==> src/rtl/exe_ctrl_seq.sv <==
// Execute-stage control sequencer: accepts decoded control bundles, evaluates
// the condition code against the flag register, forwards the bundle to the
// memory stage, and parks multi-cycle SIN/COS operations in a wait state
// guarded by a timeout.
module exe_ctrl_seq #(
  parameter int TRIG_TIMEOUT = 16,
  parameter int FLAG_W       = 4
) (
  input  logic              clk,
  input  logic              rst,
  input  logic              in_valid,
  output logic              in_ready,
  input  logic              in_regWrite,
  input  logic              in_memWrite,
  input  logic              in_memPixWrite,
  input  logic              in_branch,
  input  logic              in_aluSrc,
  input  logic              in_flagWrite,
  input  logic              in_trigControl,
  input  logic              in_pcSrc,
  input  logic [1:0]        in_memToReg,
  input  logic [3:0]        in_aluControl,
  input  logic [3:0]        in_cond,
  input  logic [FLAG_W-1:0] alu_flags,
  output logic              trig_start,
  input  logic              trig_done,
  output logic              out_valid,
  input  logic              out_ready,
  output logic              out_regWrite,
  output logic              out_memWrite,
  output logic              out_memPixWrite,
  output logic [1:0]        out_memToReg,
  output logic [3:0]        out_aluControl,
  output logic [FLAG_W-1:0] flags,
  output logic              pc_src_o,
  output logic              flush_o,
  output logic              trig_err
);

  // Flag bit positions within {N,Z,C,V}; C is carried but not decoded here.
  localparam int N_BIT = FLAG_W - 1;
  localparam int Z_BIT = FLAG_W - 2;
  localparam int V_BIT = FLAG_W - 4;
  localparam int CNT_W = $clog2(TRIG_TIMEOUT + 1);

  localparam logic [3:0] COND_EQ = 4'b0000;
  localparam logic [3:0] COND_NE = 4'b0001;
  localparam logic [3:0] COND_GE = 4'b1010;
  localparam logic [3:0] COND_LT = 4'b1011;

  typedef enum logic {
    IDLE      = 1'b0,
    TRIG_WAIT = 1'b1
  } state_t;

  // Fields forwarded to the memory stage.
  typedef struct packed {
    logic       reg_write;
    logic       mem_write;
    logic       mem_pix_write;
    logic [1:0] mem_to_reg;
    logic [3:0] alu_control;
  } fwd_t;

  state_t           state;
  fwd_t             out_q;
  fwd_t             in_fwd;
  fwd_t             pend_fwd;
  logic             pend_flag_write;
  logic             pend_branch;
  logic [CNT_W-1:0] wait_cnt;
  logic             cond_pass;
  logic             accept;
  logic             trig_go;
  logic             timeout;

  // ALU-source and PC-source selects are consumed elsewhere in the datapath.
  logic unused_ok;
  assign unused_ok = &{1'b0, in_aluSrc, in_pcSrc};

  // Condition decode against the architectural flags (no bypass of alu_flags).
  always_comb begin
    // NOTE: default assignment first so every path drives cond_pass; no latch.
    cond_pass = 1'b1;
    unique case (in_cond)
      COND_EQ: cond_pass = flags[Z_BIT];
      COND_NE: cond_pass = !flags[Z_BIT];
      COND_GE: cond_pass = (flags[N_BIT] == flags[V_BIT]);
      COND_LT: cond_pass = (flags[N_BIT] != flags[V_BIT]);
      default: cond_pass = 1'b1;
    endcase
  end

  // Incoming bundle with side effects squashed when the condition fails.
  always_comb begin
    in_fwd.reg_write     = in_regWrite    && cond_pass;
    in_fwd.mem_write     = in_memWrite    && cond_pass;
    in_fwd.mem_pix_write = in_memPixWrite && cond_pass;
    in_fwd.mem_to_reg    = in_memToReg;
    in_fwd.alu_control   = in_aluControl;
  end

  assign in_ready = !rst && (state == IDLE) && (!out_valid || out_ready) && !flush_o;
  assign accept   = in_valid && in_ready;
  assign trig_go  = accept && in_trigControl && cond_pass;
  assign timeout  = (wait_cnt == CNT_W'(TRIG_TIMEOUT - 1));

  assign out_regWrite    = out_q.reg_write;
  assign out_memWrite    = out_q.mem_write;
  assign out_memPixWrite = out_q.mem_pix_write;
  assign out_memToReg    = out_q.mem_to_reg;
  assign out_aluControl  = out_q.alu_control;

  // Sequencer FSM: output register, flags, pulses, trig wait and timeout.
  always_ff @(posedge clk) begin
    if (rst) begin
      // NOTE: the parked bundle is reset too, so nothing stale can ever leak out.
      state           <= IDLE;
      out_valid       <= 1'b0;
      out_q           <= '0;
      pend_fwd        <= '0;
      pend_flag_write <= 1'b0;
      pend_branch     <= 1'b0;
      flags           <= '0;
      trig_start      <= 1'b0;
      pc_src_o        <= 1'b0;
      flush_o         <= 1'b0;
      trig_err        <= 1'b0;
      wait_cnt        <= '0;
    end else begin
      // NOTE: non-blocking throughout; later assignments in this block override
      // these pulse defaults without ordering hazards between registers.
      trig_start <= 1'b0;
      pc_src_o   <= 1'b0;
      flush_o    <= 1'b0;
      if (out_valid && out_ready) out_valid <= 1'b0;

      unique case (state)
        IDLE: begin
          if (trig_go) begin
            pend_fwd        <= in_fwd;
            pend_flag_write <= in_flagWrite;
            pend_branch     <= in_branch;
            wait_cnt        <= '0;
            trig_start      <= 1'b1;
            state           <= TRIG_WAIT;
          end else if (accept) begin
            out_q     <= in_fwd;
            out_valid <= 1'b1;
            if (cond_pass && in_flagWrite) flags <= alu_flags;
            if (cond_pass && in_branch) begin
              pc_src_o <= 1'b1;
              flush_o  <= 1'b1;
            end
          end
        end
        TRIG_WAIT: begin
          if (trig_done) begin
            out_q     <= pend_fwd;
            out_valid <= 1'b1;
            if (pend_flag_write) flags <= alu_flags;
            if (pend_branch) begin
              pc_src_o <= 1'b1;
              flush_o  <= 1'b1;
            end
            state <= IDLE;
          end else if (timeout) begin
            out_q           <= pend_fwd;
            out_q.reg_write <= 1'b0;
            out_valid       <= 1'b1;
            trig_err        <= 1'b1;
            state           <= IDLE;
          end else begin
            wait_cnt <= wait_cnt + CNT_W'(1);
          end
        end
        default: state <= IDLE;
      endcase
    end
  end

endmodule

==> config.mk <==
export PLATFORM = sky130hd
export DESIGN_NAME = exe_ctrl_seq
export DESIGN_NICKNAME = d
export VERILOG_FILES = /design/src/rtl/exe_ctrl_seq.sv
export SDC_FILE = /design/constraint.sdc
export NUM_CORES = 1
export LEC_CHECK = 0
export ABC_AREA = 1
export BUFFER_PORTS_ARGS = -buffer_cell sky130_fd_sc_hd__buf_4
export CAP_MARGIN = 10
export CORE_ASPECT_RATIO = 0.5
export CORE_MARGIN = 10
export CORE_UTILIZATION = 51
export CTS_CLUSTER_DIAMETER = 60
export DETAILED_ROUTE_END_ITERATION = 10
export MAX_ROUTING_LAYER = met4
export PLACE_DENSITY = 0.78
export SETUP_SLACK_MARGIN = 0.02
export SLEW_MARGIN = 30
export SYNTH_ARGS = -nofsm -noshare
export SYNTH_HDL_FRONTEND = slang
export SYNTH_SLANG_ARGS = --single-unit
==> constraint.sdc <==
create_clock -name clk -period 2.3 [get_ports clk]
set_clock_uncertainty 0.15 [all_clocks]
set_input_delay 0.115 -clock clk [delete_from_list [all_inputs] [get_ports clk]]
set_output_delay 0.115 -clock clk [all_outputs]
set_load 0.01 [all_outputs]
==> results of run 1 <==
[state kept, by name, summed over array words and instances, names as in the netlist]
name,flops
pend_flag_write,1
trig_start,1
pend_branch,1
pend_fwd,9
out_memPixWrite,1
out_aluControl,4
flush_o,1
flags,4
out_regWrite,1
state,1
out_memToReg,2
wait_cnt,5
out_memWrite,1
trig_err,1
out_valid,1
[worst paths after layout]
check / startpoint / end / slack (ns) / cells after the start
worst max-delay path: flags[0] / wait_cnt[2] / 0.34 / 10
worst min-delay path: alu_flags[2] / flags[2] / 0.004 / 5
worst max register to register: flags[0] / wait_cnt[2] / 0.34 / 10
worst min register to register: pend_branch / pend_branch / 0.30 / 2
[per-stage QoR]
step / worst slack, ns / power (mW) / hold WS, ns / util [%]
final: 0.339 / 1.31 / 0.00361 / 72.3
after global routing: 0.112 / 1.38 / 0.0187 / 72.3
after detailed placement: 0.353 / 0.891 / 0.176 / 65.6
after CTS: 0.332 / 1.31 / 0.00136 / 72.3
after floorplan: 0.624 / 0.796 / 0.0752 / -
after global placement: 0.422 / 0.884 / 0.171 / 65.6
[cell families (layout without fill, tap and decap cells)]
| group | after synthesis | count (layout) | share of synthesized area [%] |
|---|---|---|---|
| flip-flops | 34 | 34 | 40.7 |
| AO/OA/AOI/OAI | 35 | 35 | 12.0 |
| buffers and inverters | 49 | 107 | 12.4 |
| adder cells (fa/ha/maj) | 2 | 2 | 1.50 |
| AND/OR/NAND/NOR | 131 | 131 | 33.4 |
[area by class of cell]
type                            count  share of cell area (%)
Timing Repair Buffer               58                    21.1
Tap cell                           40                    2.26
Inverter                           42                    7.11
Sequential cell                    34                    30.7
Multi-Input combinational cell    168                    35.4
Clock buffer                        7                    3.44
[Yosys cell counts]
library cell and n:
nand2_1 77, inv_1 40, dfxtp_1 34, nor2_1 31
o21ai_0 17, a21oi_1 12, nand3_1 9, nor2_2 3
a21oi_2 2, buf_4 2, buf_6 2, clkbuf_1 2
ha_1 2, inv_2 2, nand2_2 2, or2_2 2
and3_1 1, buf_2 1, nand3_4 1, nand3b_1 1
nand4_1 1, nor2_4 1, nor3_1 1, nor3_2 1
o21a_1 1, o21ai_4 1, o22ai_1 1, o32ai_1 1
[report_power, final]
group,switching (mW),internal (mW)
logic,0.134,0.118
clock network,0.201,0.208
registers,0.0200,0.624
[what timing repair did]
action	in CTS	in global routing
gates resized for setup	0	0
endpoints found under the hold margin	16	0
hold buffers	13	0
[per-layer routing]
metal	share of wire, %	vias up	track usage (%)	routed length (um)
met4	2.0	0	5.33	82
met5	0	-	-	0
met2	49	35	24.8	2040
met3	4.9	11	4.42	206
li1	-	880	-	-
met1	44	729	16.6	1830
[worst max-delay path, delay by kind of cell (launching register included)]
kind / cells / cell delay, ns
compound gates: 2 / 0.49
buf+inv: 2 / 0.35
flops: 1 / 0.39
simple gates: 6 / 0.51
==> impl_metrics.csv, run 1 <==
group,metric,value,unit
drt,routedWlPerCell,11.9,um
final_layout,layout.cells.non_filler,349,
clocking,root_buffer,"clkbuf_8",
sta,fin_tns_setup,0,ns
yosys,synth_top_cell_by_area,"dfxtp_1",
global_routing,grt_pass1_wl,7.09,mm
sta,fmax,0.510,GHz
worst_setup_path,critical_path.cell_chain,"inv_1 -> nand2_1 -> nand2_1 -> nand2_1 -> nand2_1 -> o21ai_4 -> nand2_2 -> inv_1 -> o21ai_0 -> nor2_1",
pwr,p_leak,1.10,nW
floorplanning,dieArea,6110,um^2
yosys,syn_area_per_cell,6.66,um^2
drt,via_per_inst,4.74,
final_layout,fillCellCount,260,
placement,dpl_cell_area,2010,um^2
worst_setup_path,endpoint_kind,"flip-flop",
clocking,postCtsSetupBuffers,0,
floorplanning,die_w,101,um
final_layout,mostFrequentLayoutCells,"nand2_1 (77), buf_4 (45), inv_1 (40)",
sta,max-slew-margin-rel,76.6,%
final_layout,syn_to_final_growth,32.5,%
sta,layout_worst_path_cycle_share,85.3,%
flow_run,maxCapViolCount,0,
final_layout,multi_input_area,785,um^2
sta,drv_slew,0,
floorplanning,core,3070,um^2
sta,hold_viol_final,0,
final_layout,fin_nets,338,
pwr,peakVddDrop,0.343,mV
clocking,cts_tree,"yes",
placement,hpwl,3.00,mm
placement,portBuffers,43,
yosys,syn_inst,251,
clocking,cts_inserted_buffers,5,
drt,wl,4.16,mm
clocking,htreeDepth,2,
worst_setup_path,crit_top_cell,"nand2_1",
sta,period_needed,1.96,ns
worst_hold_path,worstHoldPathType,"input port to flip-flop",
yosys,synth_seq_cells,34,
drt,drc,0,
yosys,synth_top_cell_area_share,40.7,%
yosys,synth_seq_area_share,40.7,%
worst_setup_path,cp_max_fo,11,
global_routing,grt_antenna_before_repair,0,
final_layout,stdcell_area,2220,um^2
final_layout,drive_gt1_share,21.0,%
global_routing,grt_max_degree,20,
yosys,yosys_warnings,0,
clocking,clock_latency,0.28,ns
global_routing,grt_pass1_vias,1603,
sta,rsz0062_at_grt,"false",
drt,drt-initial-drc-count,91,
placement,place_congestion,0.834,
drt,ant_nets,0,
yosys,syn-cell-area,1670,um^2
clocking,cts_num_sinks,34,
sta,finalSetupViolCount,0,
worst_setup_path,critPathMaxStageDelay,0.39,ns
global_routing,overflow,0,
final_layout,n_antenna_cell,0,
drt,drt-pass1-iter-count,4,
drt,vias,1655,
yosys,syn-num-nets,280,
worst_setup_path,start_kind,"flip-flop",
worst_setup_path,cpMaxStageDelayCell,"dfxtp_1",
sta,worstMarginPinSlew,0.350,ns
worst_setup_path,arrival,2.03,ns
clocking,clk_pin_slew_worst_paths,0.06,ns
worst_setup_path,crit_required,2.37,ns
final_layout,seqCellArea,681,um^2
clocking,clockBufferDepth,2,
placement,dpl.cell_count,329,
floorplanning,std_cell_rows,14,
yosys,synth_area_leaders,"dfxtp_1 (41%), nand2_1 (17%), inv_1 (9.0%), nor2_1 (7.0%), o21ai_0 (5.1%)",
floorplanning,ios,46,
worst_setup_path,path_class,"flip-flop to flip-flop",
global_routing,grt.total_usage,14.8,%
run_status,status,"finished, final reports clean",
floorplanning,fp.dieH,60.5,um
yosys,yosysUniqueCellTypes,28,
floorplanning,start_util,54.6,%
final_layout,layout_commonest_cell,"nand2_1",
pwr,power.density,589,nW/um^2
(Power assumes the default switching activity.)
==> run 2, diff against run 1 <==
- HOLD_SLACK_MARGIN: unset -> 0.12
==> run 2 against run 1 <==
Compared with the run above: worst hold slack improved by 0.30 ns; utilization rose by 3.1 points; non-clock buffer count rose by 8; register-to-register slack got worse by 0.19 ns; critical path depth fell by 1; total power rose by 1.4%; cell count rose by 2.3%; final area rose by 4.3%; first-iteration DRC count rose by 36%; global-route usage rose by 0.64 points.
==> impl_metrics.csv, run 2 (synthesis results as in run 1) <==
group,metric,value,unit
run_status,status,"finished, final reports clean",
final_layout,drive_gt1_share,21.1,%
pwr,switching_share,27.5,%
final_layout,n_antenna_cell,0,
drt,drt-initial-drc-count,124,
drt,wl,4.44,mm
pwr,p_int,0.960,mW
final_layout,top_register,"pend_fwd",
worst_setup_path,path_class,"flip-flop to flip-flop",
sta,worstMarginPinSlew,0.359,ns
floorplanning,ios,46,
sta,fin_tns_setup,0,ns
global_routing,top_usage_layer,"met2",
worst_setup_path,start_kind,"flip-flop",
sta,hold_viol_final,0,
floorplanning,core,3070,um^2
drt,via_per_inst,4.85,
sta,whs,0.305,ns
final_layout,largestRegisters,"pend_fwd x9, wait_cnt x5",
placement,place_congestion,0.834,
worst_hold_path,hold_depth,2,
worst_hold_path,min-delay-start,"pend_branch",
pwr,finalPower,1.32,mW
clocking,clk_pin_slew_worst_paths,0.06,ns
placement,dp_slack,0.353,ns
global_routing,grt.met1_usage,17.0,%
final_layout,layout_commonest_cell,"nand2_1",
sta,max-slew-margin-rel,76.0,%
clocking,clockBufferDepth,2,
sta,fmax,0.466,GHz
global_routing,grt_max_degree,20,
clocking,clock_latency,0.28,ns
global_routing,grt_pass1_vias,1696,
pwr,power_frac_clock,30.9,%
clocking,postCtsSetupBuffers,0,
global_routing,overflow,0,
pwr,combPwrFrac,20.4,%
worst_setup_path,r2r_cells,9,
drt,drt-pass1-iter-count,4,
final_layout,syn_to_final_growth,38.2,%
sta,layout_worst_path_cycle_share,93.3,%
placement,dpl.cell_count,329,
final_layout,layout.cells.non_filler,357,
worst_hold_path,min_to,"pend_branch",
sta,period_needed,2.15,ns
drt,routedWlPerCell,12.4,um
sta,rsz0062_at_grt,"false",
clocking,htreeDepth,2,
final_layout,mostFrequentLayoutCells,"nand2_1 (77), buf_4 (45), inv_1 (40)",
drt,ant_nets,0,
worst_setup_path,endpoint_kind,"flip-flop",
worst_setup_path,arrival,2.23,ns
pwr,p_leak,1.14,nW
floorplanning,start_util,54.6,%
final_layout,largest_reg_flops,9,
worst_setup_path,crit_required,2.38,ns
floorplanning,dieArea,6110,um^2
placement,hpwl,3.00,mm
global_routing,use_met2,26.8,%
global_routing,grt.met3_usage,4.42,%
clocking,cts_tree,"yes",
clocking,root_buffer,"clkbuf_8",
clocking,cts_inserted_buffers,5,
sta,layout_setup_ws,0.153,ns
worst_setup_path,worstReg2RegEnd,"pend_flag_write",
floorplanning,fp.dieH,60.5,um
floorplanning,die_w,101,um
clocking,cts_num_sinks,34,
worst_setup_path,cp_max_fo,11,
floorplanning,std_cell_rows,14,
global_routing,grt.total_usage,15.4,%
pwr,power.density,573,nW/um^2
worst_hold_path,worstHoldPathType,"flip-flop to flip-flop",
pwr,peakVddDrop,0.343,mV
pwr,seqPwrFrac,48.6,%
worst_setup_path,rrSetupSlack,0.15,ns
global_routing,grt_pass1_wl,7.45,mm
drt,drc,0,
final_layout,fin_nets,346,
global_routing,grt_antenna_before_repair,0,
drt,vias,1730,
pwr,p_sw,0.365,mW
worst_setup_path,r2r-start,"state",
flow_run,maxCapViolCount,0,
sta,finalSetupViolCount,0,
sta,drv_slew,0,
placement,portBuffers,43,
-- run 2: area by class of cell --
type | instances | area (um^2)
Tap cell | 40 | 50.0
Multi-Input combinational cell | 168 | 798
Timing Repair Buffer | 66 | 548
Inverter | 42 | 158
Fill cell | 231 | 753
Sequential cell | 34 | 682
Clock buffer | 7 | 76.3
-- run 2: critical path, stage by stage (launching register included) --
cell	delay [ns]
dfxtp_2	0.37
buf_4	0.18
nor2_1	0.11
nand2_1	0.11
nor3_4	0.17
nand2_1	0.14
nor2_4	0.17
nand2_1	0.07
dlygate4sd3_1	0.55
nand2_1	0.06
-- run 2: worst max-delay path by stage --
stage / slack (ns) / to / depth (start not counted) / startpoint
after floorplan: 0.62 / out_regWrite / 10 / flags[0]
after global routing: 0.04 / pend_flag_write / 9 / state
final: 0.15 / pend_flag_write / 9 / state
after global placement: 0.42 / wait_cnt[2] / 10 / flags[0]
after CTS: 0.04 / pend_flag_write / 9 / state
after detailed placement: 0.35 / wait_cnt[2] / 10 / flags[0]
-- run 2: stage by stage --
| step | area (um^2) | util (%) |
|---|---|---|
| 5_1_grt | 2310 | 75.4 |
| 4_1_cts | 2300 | 74.9 |
| 2_1_floorplan | 1670 | - |
| 3_3_place_gp | 2010 | 65.6 |
| 3_5_place_dp | 2010 | 65.6 |
| 6_report | 2310 | 75.4 |
-- run 2: repair_timing --
item	CTS	global route
hold buffers	21	0
setup endpoints to repair	0	1
endpoints found under the hold margin	29	0
gates resized for setup	0	4
-- run 2: power groups by stage --
stage,sequential (mW),clock (mW),combinational (mW)
after floorplan,0.664,0,0.132
after CTS,0.644,0.416,0.264
after global placement,0.655,0,0.229
after global routing,0.649,0.441,0.304
after detailed placement,0.657,0,0.235
final,0.644,0.410,0.270
-- run 2: per-layer routing --
layer  up-vias  wire, um
li1        898         -
met1       781      1940
met2        43      2210
met3         8       229
met4         0        59
met5         -         0
==> run 3, diff against run 2 <==
- ABC_AREA: 1 -> unset
- CORE_UTILIZATION: 51 -> 50
==> run 3 against run 2 <==
Compared with the run above: utilization is 0.26 points higher; clock power grew 30%; die area down 3.2%; highest routed layer unchanged; via count down 16%; cell count decreased by 21%; largest power group unchanged; global-route usage shrank 0.46 points.
==> impl_metrics.csv, run 3 <==
group,metric,value,unit
final_layout,drive_gt1_share,28.9,%
sta,layout_worst_path_cycle_share,95.2,%
clocking,clockBufferDepth,2,
sta,rsz0062_at_grt,"true",
final_layout,fin_nets,270,
yosys,yosys_warnings,0,
final_layout,largestRegisters,"pend_fwd x9, wait_cnt x5",
sta,period_needed,2.19,ns
global_routing,grt_pass1_vias,1484,
clocking,root_buffer,"clkbuf_8",
floorplanning,start_util,52.4,%
worst_hold_path,min-delay-start,"in_cond[2]",
worst_setup_path,arrival,2.24,ns
sta,hold_viol_final,0,
clocking,cts_num_sinks,34,
worst_setup_path,r2r-start,"wait_cnt[0]",
global_routing,grt_antenna_before_repair,0,
worst_setup_path,endpoint_kind,"flip-flop",
yosys,syn-num-nets,202,
final_layout,fillCellCount,221,
clocking,cts_inserted_buffers,5,
sta,fin_tns_setup,0,ns
worst_setup_path,crit_required,2.35,ns
global_routing,grt_pass1_wl,6.97,mm
yosys,synth_top_cell_by_area,"dfxtp_1",
yosys,synth_common_cells,"dfxtp_1 (34), nand2_1 (23), nor2_1 (13), nand3b_1 (11), mux2i_1 (10)",
final_layout,layout_commonest_cell,"buf_4",
pwr,power.density,615,nW/um^2
yosys,synth_seq_area_share,43.4,%
worst_setup_path,critical_path.cell_chain,"ha_1 -> and3_1 -> ha_1 -> or3_1 -> o221ai_1 -> buf_4 -> buf_4 -> a31oi_1 -> a211oi_1",
global_routing,grt.total_usage,14.9,%
yosys,synth-async-reset-ratio,0,%
drt,drt-initial-drc-count,59,
worst_hold_path,min_to,"state",
pwr,p_leak,1.02,nW
pwr,p_int,1.07,mW
worst_setup_path,r2r_cells,9,
yosys,yosys.cell_count.top_type,"dfxtp_1",
floorplanning,die_w,99.2,um
drt,drc,0,
placement,portBuffers,43,
pwr,peakVddDrop,0.369,mV
yosys,syn_inst,173,
final_layout,largest_reg_flops,9,
yosys,yosysUniqueCellTypes,37,
clocking,clock_latency,0.28,ns
yosys,synth-edff-count,0,
final_layout,multi_input_area,816,um^2
sta,layout_setup_ws,0.109,ns
clocking,htreeDepth,2,
final_layout,mostFrequentLayoutCells,"buf_4 (53), dfxtp_1 (34), nand2_1 (23)",
placement,dp_slack,0.168,ns
worst_setup_path,worstReg2RegEnd,"out_regWrite",
pwr,combPwrFrac,16.5,%
worst_setup_path,rrSetupSlack,0.11,ns
flow_run,maxCapViolCount,0,
floorplanning,fp.dieH,59.6,um
global_routing,overflow,0,
final_layout,top_register,"pend_fwd",
floorplanning,core,3000,um^2
floorplanning,std_cell_rows,14,
worst_hold_path,hold_depth,4,
clocking,clk_pin_slew_worst_paths,0.07,ns
final_layout,layout.cells.non_filler,282,
drt,routedWlPerCell,14.8,um
drt,via_per_inst,5.16,
floorplanning,ios,46,
final_layout,n_antenna_cell,0,
yosys,synth_seq_cells,34,
placement,place_congestion,0.813,
drt,vias,1455,
worst_hold_path,worstHoldPathType,"input port to flip-flop",
yosys,yosys_most_used_dff,"dfxtp_1",
pwr,seqPwrFrac,45.3,%
floorplanning,dieArea,5910,um^2
pwr,power_frac_clock,38.2,%
yosys,syn_area_per_cell,9.07,um^2
final_layout,seqCellArea,681,um^2
yosys,synth_top_cell_area_share,43.4,%
pwr,switching_share,23.3,%
yosys,syn-cell-area,1570,um^2
run_status,status,"finished, final reports clean",
placement,hpwl,2.75,mm
drt,drt-pass1-iter-count,4,
worst_setup_path,cp_max_fo,7,
drt,wl,4.17,mm
worst_setup_path,critPathMaxStageDelay,0.34,ns
worst_setup_path,path_class,"flip-flop to flip-flop",
worst_setup_path,cpMaxStageDelayCell,"dfxtp_1",
drt,ant_nets,0,
sta,max-slew-margin-rel,66.6,%
global_routing,grt_max_degree,39,
final_layout,syn_to_final_growth,44.5,%
sta,finalSetupViolCount,0,
placement,dpl.cell_count,253,
clocking,cts_tree,"yes",
sta,fmax,0.456,GHz
worst_setup_path,start_kind,"flip-flop",
sta,drv_slew,0,
yosys,synth_area_leaders,"dfxtp_1 (43%), mux2i_1 (6.4%), nand2_1 (5.5%), nand3b_1 (5.3%), mux2_2 (4.3%)",
pwr,p_sw,0.325,mW
sta,worstMarginPinSlew,0.497,ns
## run 3: changes by cell type after synthesis, moves of 10 or more
cell	delta
nand2_1	-54
nor2_1	-18
o21ai_0	-15
mux2i_1	+10
inv_1	-34
nand3b_1	+10
## run 3: critical path, delay by kind of cell (launching register included)
family,cells,cell delay (ns)
AOI/OAI and AO/OA,3,0.35
buffers and inverters,2,0.34
adders and majority gates,2,0.41
DFF,1,0.34
and+or+nand+nor,2,0.51
## run 3: layout make-up
type	count	share of cell area, %
timing repair buffer	72	25.9
multi-input combinational	121	36.0
tap	40	2.21
clock inverter	1	1.32
inverter	7	1.16
sequential	34	30.0
clock buffer	7	3.37
## run 3: worst max-delay path by stage
stage | startpoint | cells past startpoint | slack, ns | to
after floorplan | wait_cnt[0] | 8 | 0.19 | out_aluControl[0]
after global placement | wait_cnt[0] | 8 | 0.22 | out_memPixWrite
after detailed placement | wait_cnt[0] | 8 | 0.17 | out_memWrite
after CTS | wait_cnt[0] | 8 | 0.14 | out_memWrite
after global routing | wait_cnt[0] | 9 | 0.005 | out_regWrite
final | wait_cnt[0] | 9 | 0.11 | out_regWrite
## run 3: cell families after synthesis
family | count (synthesis) | synth area share [%]
AOI/OAI and AO/OA | 19 | 7.66
xor gates and xnor gates | 4 | 3.11
adders and majority gates | 2 | 1.59
buffers and inverters | 18 | 5.02
DFF | 34 | 43.4
muxes | 16 | 10.7
and+or+nand+nor | 80 | 28.5
## run 3: timing repair
action,in CTS,in global routing
resized for setup,0,1
hold buffers,19,0
endpoints found under the setup margin,0,2
setup buffers,0,2
endpoints found under the hold margin,31,0
## run 3: routing by layer
layer	track usage, %	up-vias	share of wire (%)
li1	-	725	-
met1	16.7	686	47
met2	25.6	40	47
met3	3.84	4	4.6
met4	5.48	0	1.1
met5	-	-	0
## run 3: metrics by stage
step / power, mW / hold slack [ns] / util, % / cell area (um^2)
3_3_place_gp: 0.835 / 0.158 / 65.1 / 1950
5_1_grt: 1.46 / 0.195 / 75.7 / 2270
4_1_cts: 1.40 / 0.158 / 75.0 / 2250
2_1_floorplan: 0.749 / 0.0639 / - / 1570
3_5_place_dp: 0.840 / 0.165 / 65.1 / 1950
6_report: 1.39 / 0.168 / 75.7 / 2270
## run 3: power groups by stage
stage / sequential, mW / clock, mW / combinational [mW]
floorplan: 0.649 / 0 / 0.100
global placement: 0.643 / 0 / 0.192
detailed placement: 0.645 / 0 / 0.196
CTS: 0.631 / 0.545 / 0.223
global route: 0.635 / 0.574 / 0.252
finish: 0.632 / 0.532 / 0.230
